<file path="config.mk">
export PLATFORM = sky130hd
export DESIGN_NAME = dpram_port_arb
export DESIGN_NICKNAME = d
export VERILOG_FILES = /design/src/rtl/dpram_port_arb.sv
export SDC_FILE = /design/constraint.sdc
export NUM_CORES = 1
export LEC_CHECK = 0
export ABC_AREA = 1
export BUFFER_PORTS_ARGS = -buffer_cell sky130_fd_sc_hd__buf_2
export CORE_MARGIN = 2
export CORE_UTILIZATION = 52
export CTS_CLUSTER_DIAMETER = 200
export DETAILED_ROUTE_END_ITERATION = 8
export PLACE_DENSITY_LB_ADDON = 0.15
export SYNTH_ARGS = -nofsm -noshare
export SYNTH_HDL_FRONTEND = slang
export SYNTH_SLANG_ARGS = --single-unit
export TNS_END_PERCENT = 50
</file>
<file path="constraint.sdc">
create_clock -name clk -period 2.8 [get_ports clk]
set_clock_uncertainty 0.05 [all_clocks]
set_input_delay 0.28 -clock clk [delete_from_list [all_inputs] [get_ports clk]]
set_output_delay 0.28 -clock clk [all_outputs]
set_load 0.005 [all_outputs]
</file>
<file path="src/rtl/dpram_port_arb.sv">
// Two-requester arbiter in front of one port of the 32-bit dual-port RAM.
// Read responses are steered back to their issuer through 2-entry FWFT FIFOs.
module dpram_port_arb #(
  parameter int AW   = 15,
  parameter bit PRIO = 1'b0
) (
  input  logic          clk,
  input  logic          rstf,
  input  logic          t_r0_valid,
  output logic          t_r0_ready,
  input  logic          t_r0_we,
  input  logic [AW-1:0] t_r0_addr,
  input  logic [31:0]   t_r0_data,
  input  logic [3:0]    t_r0_mask,
  input  logic          t_r1_valid,
  output logic          t_r1_ready,
  input  logic          t_r1_we,
  input  logic [AW-1:0] t_r1_addr,
  input  logic [31:0]   t_r1_data,
  input  logic [3:0]    t_r1_mask,
  output logic          i_r0_valid,
  input  logic          i_r0_ready,
  output logic [31:0]   i_r0_data,
  output logic          i_r1_valid,
  input  logic          i_r1_ready,
  output logic [31:0]   i_r1_data,
  output logic          i_m_valid,
  input  logic          i_m_ready,
  output logic          i_m_we,
  output logic [AW-1:0] i_m_addr,
  output logic [31:0]   i_m_data,
  output logic [3:0]    i_m_mask,
  input  logic          t_m_valid,
  output logic          t_m_ready,
  input  logic [31:0]   t_m_data,
  output logic          err_orphan
);

  logic [1:0][1:0][31:0] mem_q, mem_d;
  logic [1:0][1:0]       cnt_q, cnt_d;
  logic [1:0]            wp_q, wp_d;
  logic [1:0]            rp_q, rp_d;
  logic                  pend_valid_q, pend_valid_d;
  logic                  pend_id_q, pend_id_d;
  logic                  last_gnt_q, last_gnt_d;
  logic                  err_orphan_q, err_orphan_d;
  logic                  rst_q, rst_d;

  logic [1:0] cred0, cred1;
  logic       elig0, elig1;
  logic       gnt0, gnt1;
  logic       fire;
  logic [1:0] push, pop, rdy;

  always_comb begin
    cred0 = cnt_q[0] + {1'b0, pend_valid_q & ~pend_id_q};
    cred1 = cnt_q[1] + {1'b0, pend_valid_q & pend_id_q};
    elig0 = t_r0_valid & (t_r0_we | (cred0 < 2'd2));
    elig1 = t_r1_valid & (t_r1_we | (cred1 < 2'd2));
    // r1 takes a conflict only in round-robin mode when r0 went last
    gnt1  = elig1 & (~elig0 | ((PRIO == 1'b0) & ~last_gnt_q));
    gnt0  = elig0 & ~gnt1;
  end

  assign i_m_valid  = elig0 | elig1;
  assign i_m_we     = gnt1 ? t_r1_we   : t_r0_we;
  assign i_m_addr   = gnt1 ? t_r1_addr : t_r0_addr;
  assign i_m_data   = gnt1 ? t_r1_data : t_r0_data;
  assign i_m_mask   = gnt1 ? t_r1_mask : t_r0_mask;
  assign t_r0_ready = gnt0 & i_m_ready;
  assign t_r1_ready = gnt1 & i_m_ready;
  assign t_m_ready  = 1'b1;
  assign fire       = i_m_valid & i_m_ready;

  assign i_r0_valid = rstf & (cnt_q[0] != 2'd0);
  assign i_r1_valid = rstf & (cnt_q[1] != 2'd0);
  assign i_r0_data  = mem_q[0][rp_q[0]];
  assign i_r1_data  = mem_q[1][rp_q[1]];
  assign err_orphan = err_orphan_q;

  assign rdy = {i_r1_ready, i_r0_ready};

  always_comb begin
    mem_d        = mem_q;
    cnt_d        = cnt_q;
    wp_d         = wp_q;
    rp_d         = rp_q;
    push         = 2'b00;
    pop          = 2'b00;
    pend_valid_d = fire & ~i_m_we;
    pend_id_d    = pend_id_q;
    last_gnt_d   = last_gnt_q;
    rst_d        = 1'b0;
    err_orphan_d = err_orphan_q
                 | (t_m_valid & ~pend_valid_q & ~rst_q);
    if (fire) last_gnt_d = gnt1;
    if (fire & ~i_m_we) pend_id_d = gnt1;
    for (int n = 0; n < 2; n++) begin
      push[n] = t_m_valid & pend_valid_q
              & (pend_id_q == n[0]);
      pop[n]  = (cnt_q[n] != 2'd0) & rdy[n];
      if (push[n]) mem_d[n][wp_q[n]] = t_m_data;
      wp_d[n]  = wp_q[n] ^ push[n];
      rp_d[n]  = rp_q[n] ^ pop[n];
      cnt_d[n] = cnt_q[n] + {1'b0, push[n]}
               - {1'b0, pop[n]};
    end
  end

  always_ff @(posedge clk) begin
    if (!rstf) begin
      mem_q        <= '0;
      cnt_q        <= '0;
      wp_q         <= '0;
      rp_q         <= '0;
      pend_valid_q <= 1'b0;
      pend_id_q    <= 1'b0;
      last_gnt_q   <= 1'b1;
      err_orphan_q <= 1'b0;
      rst_q        <= 1'b1;
    end else begin
      mem_q        <= mem_d;
      cnt_q        <= cnt_d;
      wp_q         <= wp_d;
      rp_q         <= rp_d;
      pend_valid_q <= pend_valid_d;
      pend_id_q    <= pend_id_d;
      last_gnt_q   <= last_gnt_d;
      err_orphan_q <= err_orphan_d;
      rst_q        <= rst_d;
    end
  end

endmodule

</file>
==> results of run 1 <==
==> worst max-delay path by stage <==
stage | startpoint | endpoint | slack [ns]
after floorplan | pend_id_q | cnt_q[3] | 1.03
after global placement | pend_id_q | i_m_addr[1] | 0.63
after detailed placement | pend_id_q | i_m_addr[1] | 0.61
after CTS | pend_id_q | i_m_addr[1] | 0.16
after global routing | pend_valid_q | i_m_addr[1] | 0.02
final | pend_id_q | i_m_addr[10] | 0.18
==> placed cells by master, fill, tap and decap left out <==
cell / count
nand3_2: 3
nand3_1: 4
inv_1: 24
buf_2: 265
nor3_1: 3
clkinv_1: 2
dfxtp_1: 141
xor2_1: 2
nand2_2: 2
clkbuf_16: 17
clkinvlp_4: 6
nor2_1: 262
a21oi_2: 1
inv_2: 1
inv_6: 1
buf_12: 1
clkinv_4: 4
o21a_1: 1
a21oi_1: 7
o21bai_2: 1
conb_1: 1
nand2_1: 351
nand2_8: 1
nand4_1: 2
nor3_2: 1
clkinv_2: 2
diode_2: 2
clkbuf_8: 1
bufinv_16: 1
clkbuf_1: 1
o21ai_0: 136
ha_1: 8
buf_4: 10
==> cell type report <==
cell class,instances,share of cell area [%]
Timing Repair Buffer,276,16.9
Tap cell,168,2.50
Antenna cell,2,0.0595
Clock buffer,19,5.26
Clock inverter,13,1.43
Multi-Input combinational cell,786,39.0
Inverter,28,1.31
Sequential cell,141,33.5
==> power groups by stage <==
stage | Sequential (mW) | Clock (mW) | Combinational (mW)
2_1_floorplan | 2.14 | 0 | 0.534
3_3_place_gp | 2.15 | 0 | 0.926
3_5_place_dp | 2.15 | 0 | 0.928
4_1_cts | 2.11 | 2.13 | 0.936
5_1_grt | 2.12 | 2.21 | 1.04
6_report | 2.11 | 2.11 | 0.936
==> layer usage <==
metal  share of wire, %  global-route usage (%)  up-vias
li1                   -                       -     3624
met1                 42                    41.8     3237
met2                 47                    50.0      318
met3                9.7                    8.47       28
met4                1.5                    9.21        4
met5              0.096                       0        -
==> stage by stage <==
stage | utilization, % | worst slack, ns
6_report | 69.5 | 0.179
5_1_grt | 69.5 | 0.0180
4_1_cts | 69.5 | 0.155
3_5_place_dp | 64.8 | 0.606
3_3_place_gp | 64.8 | 0.628
2_1_floorplan | - | 1.03
==> registers in the layout (all words and copies together) (netlist names) <==
register	flops
rst_q	1
mem_q	128
pend_valid_q	1
rp_q	2
cnt_q	4
pend_id_q	1
wp_q	2
last_gnt_q	1
err_orphan	1
==> critical path: stages, from the launching register on <==
cell and delay [ns]:
dfxtp_1 0.44, nand4_1 0.11, nand3_1 0.12, nand2_2 0.09, inv_2 0.11, nand2_8 0.22, inv_6 0.36, nand2_1 0.09
nand2_1 0.15, buf_2 0.14
==> cell usage after synthesis, drive strengths merged <==
master,n
nand2,354
nor2,262
dfxtp,141
o21ai,136
clkbuf,48
inv,26
buf,16
a21oi,8
ha,8
nand3,7
nor3,4
clkinv,2
nand4,2
xor2,2
conb,1
o21a,1
o21bai,1
==> cell families after synthesis <==
group                      count (synthesis)  share of synthesized area [%]
AOI/OAI and AO/OA                        146                           11.4
xor gates and xnor gates                   2                          0.269
adders and majority gates                  8                           1.54
buffers and inverters                     92                           6.15
DFF                                      141                           43.4
other                                      1                         0.0576
and+or+nand+nor                          629                           37.2
==> summary.md, run 1 <==
| Metric | Value |
|---|---|
| Via count | `7211` |
| H-tree depth | `4` |
| Final WL | `21800 um` |
| RSZ-0062 raised after global routing | `no` |
| Die Ht | `about 120 um` |
| Post-CTS sizing | `0` |
| Multi-input combinational cell area | `3290 um2` |
| CP arrival | `approximately 2.3 ns` |
| Worst Setup End Kind | `output port` |
| Yosys reg bits | `141` |
| Die Area | `approximately 13000 um2` |
| Share of the synthesized area in the top cell type | `between 40% and 50%` |
| CP required | `2.47 ns` |
| DP Area | `7850 um2` |
| Worst-case reg-to-reg path depth | `6` |
| Clk sink count | `between 100 and 150` |
| HP Start | `t_m_data[9]` |
| P_sw | `between 1.5 and 2 mW` |
| WHS | `0.0872 ns` |
| Nets | `1402` |
| Clk Latency, worst-skew pair | `0.41 ns` |
| Worst min-delay path endpoint | `mem_q[41]` |
| Worst-path clk slew | `approximately 0.06 ns` |
| Fin crit share | `between 90% and 100%` |
| Vias in the first global route | `6295` |
| DRT antenna net count | `0` |
| Synth unique cells | `27` |
| Worst-margin pin slew | `1.23 ns` |
| Setup crit start kind | `flip-flop` |
| Clock share of power | `40.9%` |
| Global-route wire length before repair | `32300 um` |
| Pre-Repair DR Iteration Count | `5` |
| Buffers added on ports | `265` |
| Total Power | `5.16 mW` |
| Crit-path max FO | `55` |
| Slew headroom | `between 15 and 20%` |
| Layout cells sized above 1 | `25.2%` |
| Die width | `116 um` |
| Hold buffers post-CTS | `0` |
| Run status | `complete, no violations` |
| Post-route minimum period | `around 2.6 ns` |
| Sequential cell area fraction in the yosys report | `between 40 and 50%` |
| CTS tree | `yes` |
| R2R Path End | `mem_q[59]` |
| Highest clock rate | `382 MHz` |
| Mapped Area | `6510 um2` |
| FP Rows | `40` |
| Reg area | `2820 um2` |
| Top cells by area, synth | `dfxtp_1 43%, nand2_1 20%, nor2_1 15%` |
| HPWL after DPL | `15000 um` |
| Cts bufs inserted | `17` |
| Warnings, synthesis | `0` |
| Syn nets | `1171` |
| Peak supply drop | `0.000479 V` |
| Setup_tns | `0 ns` |
| Gr ovfl total | `0` |
| Worst Path Class, Setup | `reg -> out` |
| Layout overhead on the synthesized area | `29.3%` |
| Core area | `12100 um2` |
| Mapped Cells | `1019` |
| Maximum clock path buffer count | `2` |
| Post-CTS Setup Inserts | `0` |
| Final Instance Count excl. Fillers | `1433` |
| Mean routed wirelength per cell | `15.2 um` |
| Initial antenna violation count | `4` |
| PD cells | `613 nW/um2` |
| Root Buffer | `clkbuf_16` |
| Final instance area | `roughly 8400 um2` |
| Final setup viols | `0` |
| LEAKAGE | `4.73 nW` |
| Largest net degree at the start of global routing | `112` |
| Tot GR Track Use | `31.3%` |
| Sequential power share | `41.0%` |
| Syn Area/Cell | `6.39 um2` |
| Worst R2R Start | `pend_valid_q` |
| DRC | `0` |
| Leading area contributor after synthesis | `dfxtp_1` |
| Flop-to-flop setup slack | `0.73 ns` |
| Fill cells | `1140` |
| Gpl congestion | `0.803` |
| Worst hold path depth | `3` |
| Internal Pwr Total | `3.63 mW` |
| Combinational power share | `18.2%` |
| Worst Hold Class | `in -> reg` |
| Post-DR vias/cell | `5.03` |
| I/O pin cnt | `267` |
| DRT iter0 DRCs | `630` |
| Initial core utilization | `53.7%` |
| Sw Share | `29.6%` |
| Max Cap Viol | `0` |
| Number of cells after detailed placement | `1399` |
| Max Slew Vio Count | `0` |
| Fin. Hold Viols | `0` |
No activity file was read; power rests on OpenSTA's default activity.
==> inputs of run 2 (changes only) <==
--- a/constraint.sdc
+++ b/constraint.sdc
@@ -4,2 +4,2 @@
 set_output_delay 0.28 -clock clk [all_outputs]
-set_load 0.005 [all_outputs]
+set_load 0.02 [all_outputs]
==> run 2 against run 1 <==
Via count is 1.6% higher. Highest routed layer unchanged. Critical endpoint is now i_r0_data[0]. Design area rose by 0.37%. Global-route usage is 1.0 points higher. Non-clock buffer count stayed put.
==> summary.md, run 2 (synthesis results as in run 1) <==
| Metric | Value |
|---|---|
| Tot GR Track Use | `32.3% (+1.0 points)` |
| Crit-path max FO | `34 (-38%)` |
| Vias in the first global route | `6536 (+3.8%)` |
| Critical Path, Cell by Cell | `clkinv_1 > nand2_1 > nand2_1 > buf_2` |
| Worst hold path depth | `3 (unchanged)` |
| Sw Share | `32.1% (+2.5 points)` |
| Worst-case reg-to-reg path depth | `7 (+1)` |
| DRT iter0 DRCs | `559 (-11%)` |
| R2R Path End | `mem_q[95]` |
| Cts bufs inserted | `17 (unchanged)` |
| WL met3 | `2150 um (+1.3%)` |
| Buffers added on ports | `265 (unchanged)` |
| Gr ovfl total | `0 (unchanged)` |
| Internal Pwr Total | `3.74 mW (+3.1%)` |
| CP required | `2.47 ns (about the same)` |
| Wl on met1 | `9410 um (+2.5%)` |
| CP max-delay cell | `clkinv_1` |
| PD cells | `652 nW/um2 (+6.5%)` |
| Worst path top cell family by delay | `buffers and inverters` |
| Setup crit start kind | `flip-flop` |
| Combinational power share | `20.5% (+2.3 points)` |
| Clk sink count | `141 (unchanged)` |
| Mean routed wirelength per cell | `15.7 um (+3.1%)` |
| Gpl congestion | `0.828 (+3.2%)` |
| Worst Path Class, Setup | `reg -> out` |
| Worst path most repeated cell | `nand2_1` |
| Met2 routed WL | `10500 um (+2.8%)` |
| Run status | `complete, no violations` |
| Worst Setup End Kind | `output port` |
| Final instance area | `8450 um2 (+0.37%)` |
| Fin. Hold Viols | `0 (unchanged)` |
| Worst Hold Class | `in -> reg` |
| LEAKAGE | `4.76 nW (+0.61%)` |
| I/O pin cnt | `267 (unchanged)` |
| WHS | `0.0845 ns (-0.00269 ns)` |
| Worst-path clk slew | `0.06 ns (about the same)` |
| Sequential power share | `38.3% (-2.7 points)` |
| Commonest non-fill, non-tap cell in the layout | `nand2_1` |
| Clock share of power | `41.2% (+0.3 points)` |
| CTS tree | `yes` |
| Top sig layer | `met5` |
| Setup_tns | `0 ns (unchanged)` |
| Layout cells sized above 1 | `25.3% (+0.079 points)` |
| Max reg flops | `128 (unchanged)` |
| Via count | `7323 (+1.6%)` |
| CP arrival | `2.27 ns (-0.02 ns)` |
| Clk Latency, worst-skew pair | `0.42 ns (about the same)` |
| Highest clock rate | `384 MHz (+0.66%)` |
| DRT antenna net count | `0 (unchanged)` |
| Largest net degree at the start of global routing | `111 (-0.89%)` |
| Worst min-delay path endpoint | `mem_q[48]` |
| Final WL | `22500 um (+3.0%)` |
| Antenna fix cells | `0 (-2)` |
| Biggest register | `mem_q` |
| P_sw | `1.77 mW (+16%)` |
| FP Rows | `40 (unchanged)` |
| DP Area | `7850 um2 (unchanged)` |
| Maximum clock path buffer count | `2 (unchanged)` |
| Initial antenna violation count | `1 (-3)` |
| H-tree depth | `4 (unchanged)` |
| Max Slew Vio Count | `0 (unchanged)` |
| Peak supply drop | `0.000476 V (-0.53%)` |
| Nets | `1402 (unchanged)` |
| Initial core utilization | `53.7% (unchanged)` |
| Worst R2R Start | `pend_id_q` |
| Max Cap Viol | `0 (unchanged)` |
| Post-DR vias/cell | `5.12 (+1.7%)` |
| Pre-Repair DR Iteration Count | `5 (unchanged)` |
| HPWL after DPL | `15200 um (+1.5%)` |
| Die Area | `13400 um2 (unchanged)` |
| HP Start | `t_m_data[16]` |
| Slew headroom | `18.1% (+0.063 points)` |
| Buf/Inv on CP | `2 (-1)` |
| Die Ht | `116 um (unchanged)` |
| Post-route minimum period | `2.60 ns (-0.0173 ns)` |
| Hold buffers post-CTS | `0 (unchanged)` |
| DRC | `0 (unchanged)` |
| Die width | `116 um (unchanged)` |
| Fin crit share | `93.0% (-0.62 points)` |
| Layout overhead on the synthesized area | `29.8%` |
| Most frequent cells in the layout | `351 x nand2_1, 265 x buf_2, 262 x nor2_1, 141 x dfxtp_1, 136 x o21ai_0` |
| Worst-margin pin slew | `1.22 ns (-0.00714 ns)` |
| Top flop regs | `mem_q x128, cnt_q x4` |
| Flop-to-flop setup slack | `0.66 ns (-0.07 ns)` |
| Root Buffer | `clkbuf_16` |
| Post-CTS Setup Inserts | `0 (unchanged)` |
| Total Power | `5.51 mW (+6.9%)` |
| Critical Path Max Stage Delay | `0.93 ns (+0.49 ns)` |
| RSZ-0062 raised after global routing | `no` |
| Final setup viols | `0 (unchanged)` |
| Core area | `12100 um2 (unchanged)` |
| Global-route wire length before repair | `33600 um (+4.3%)` |
[run 2: final cells by class]
class                           count  area, um2
Clock buffer                       18        439
Clock inverter                     14        158
Tap cell                          168        210
Sequential cell                   141       2820
Fill cell                        1117       3660
Multi-Input combinational cell    786       3290
Timing Repair Buffer              276       1420
Inverter                           28        113
[run 2: how the worst max path moves through the flow]
| stage | start | to | cells past startpoint |
|---|---|---|---|
| 3_3_place_gp | cnt_q[3] | i_m_addr[1] | 9 |
| 2_1_floorplan | pend_id_q | cnt_q[3] | 9 |
| 3_5_place_dp | pend_valid_q | i_m_data[13] | 9 |
| 5_1_grt | pend_valid_q | i_m_data[13] | 9 |
| 4_1_cts | cnt_q[0] | i_m_data[13] | 9 |
| 6_report | rp_q[0] | i_r0_data[0] | 4 |
[run 2: per-layer routing]
layer	GRT usage, %	vias up
li1	-	3626
met1	42.3	3335
met2	51.0	322
met3	10.1	38
met4	11.0	2
met5	0	-
[run 2: repair_timing]
item / in CTS / in global routing
resized for setup: 0 / 1
endpoints found under the setup margin: 0 / 1
endpoints found under the hold margin: 0 / 0
[run 2: power by group through the flow]
| stage | Clock [mW] | Sequential (mW) | Combinational [mW] |
|---|---|---|---|
| finish | 2.27 | 2.11 | 1.13 |
| floorplan | 0 | 2.14 | 0.703 |
| global route | 2.37 | 2.12 | 1.22 |
| CTS | 2.28 | 2.11 | 1.12 |
| global placement | 0 | 2.15 | 1.10 |
| detailed placement | 0 | 2.15 | 1.11 |
[run 2: worst reg2reg max path: cells and delay by family (launching register included)]
kind	cells	cell delay, ns
adder cells (fa/ha/maj)	1	0.27
flip-flops	1	0.42
buffers and inverters	3	0.66
AND/OR/NAND/NOR	3	0.63
[run 2: stage by stage]
stage                     setup slack (ns)  cells  util, %
after CTS                            0.168   1431     69.7
after global placement               0.627   1399     64.8
after global routing                0.0414   1431     69.8
after floorplan                       1.03   1019        -
final                                0.196   1431     69.8
after detailed placement             0.617   1399     64.8
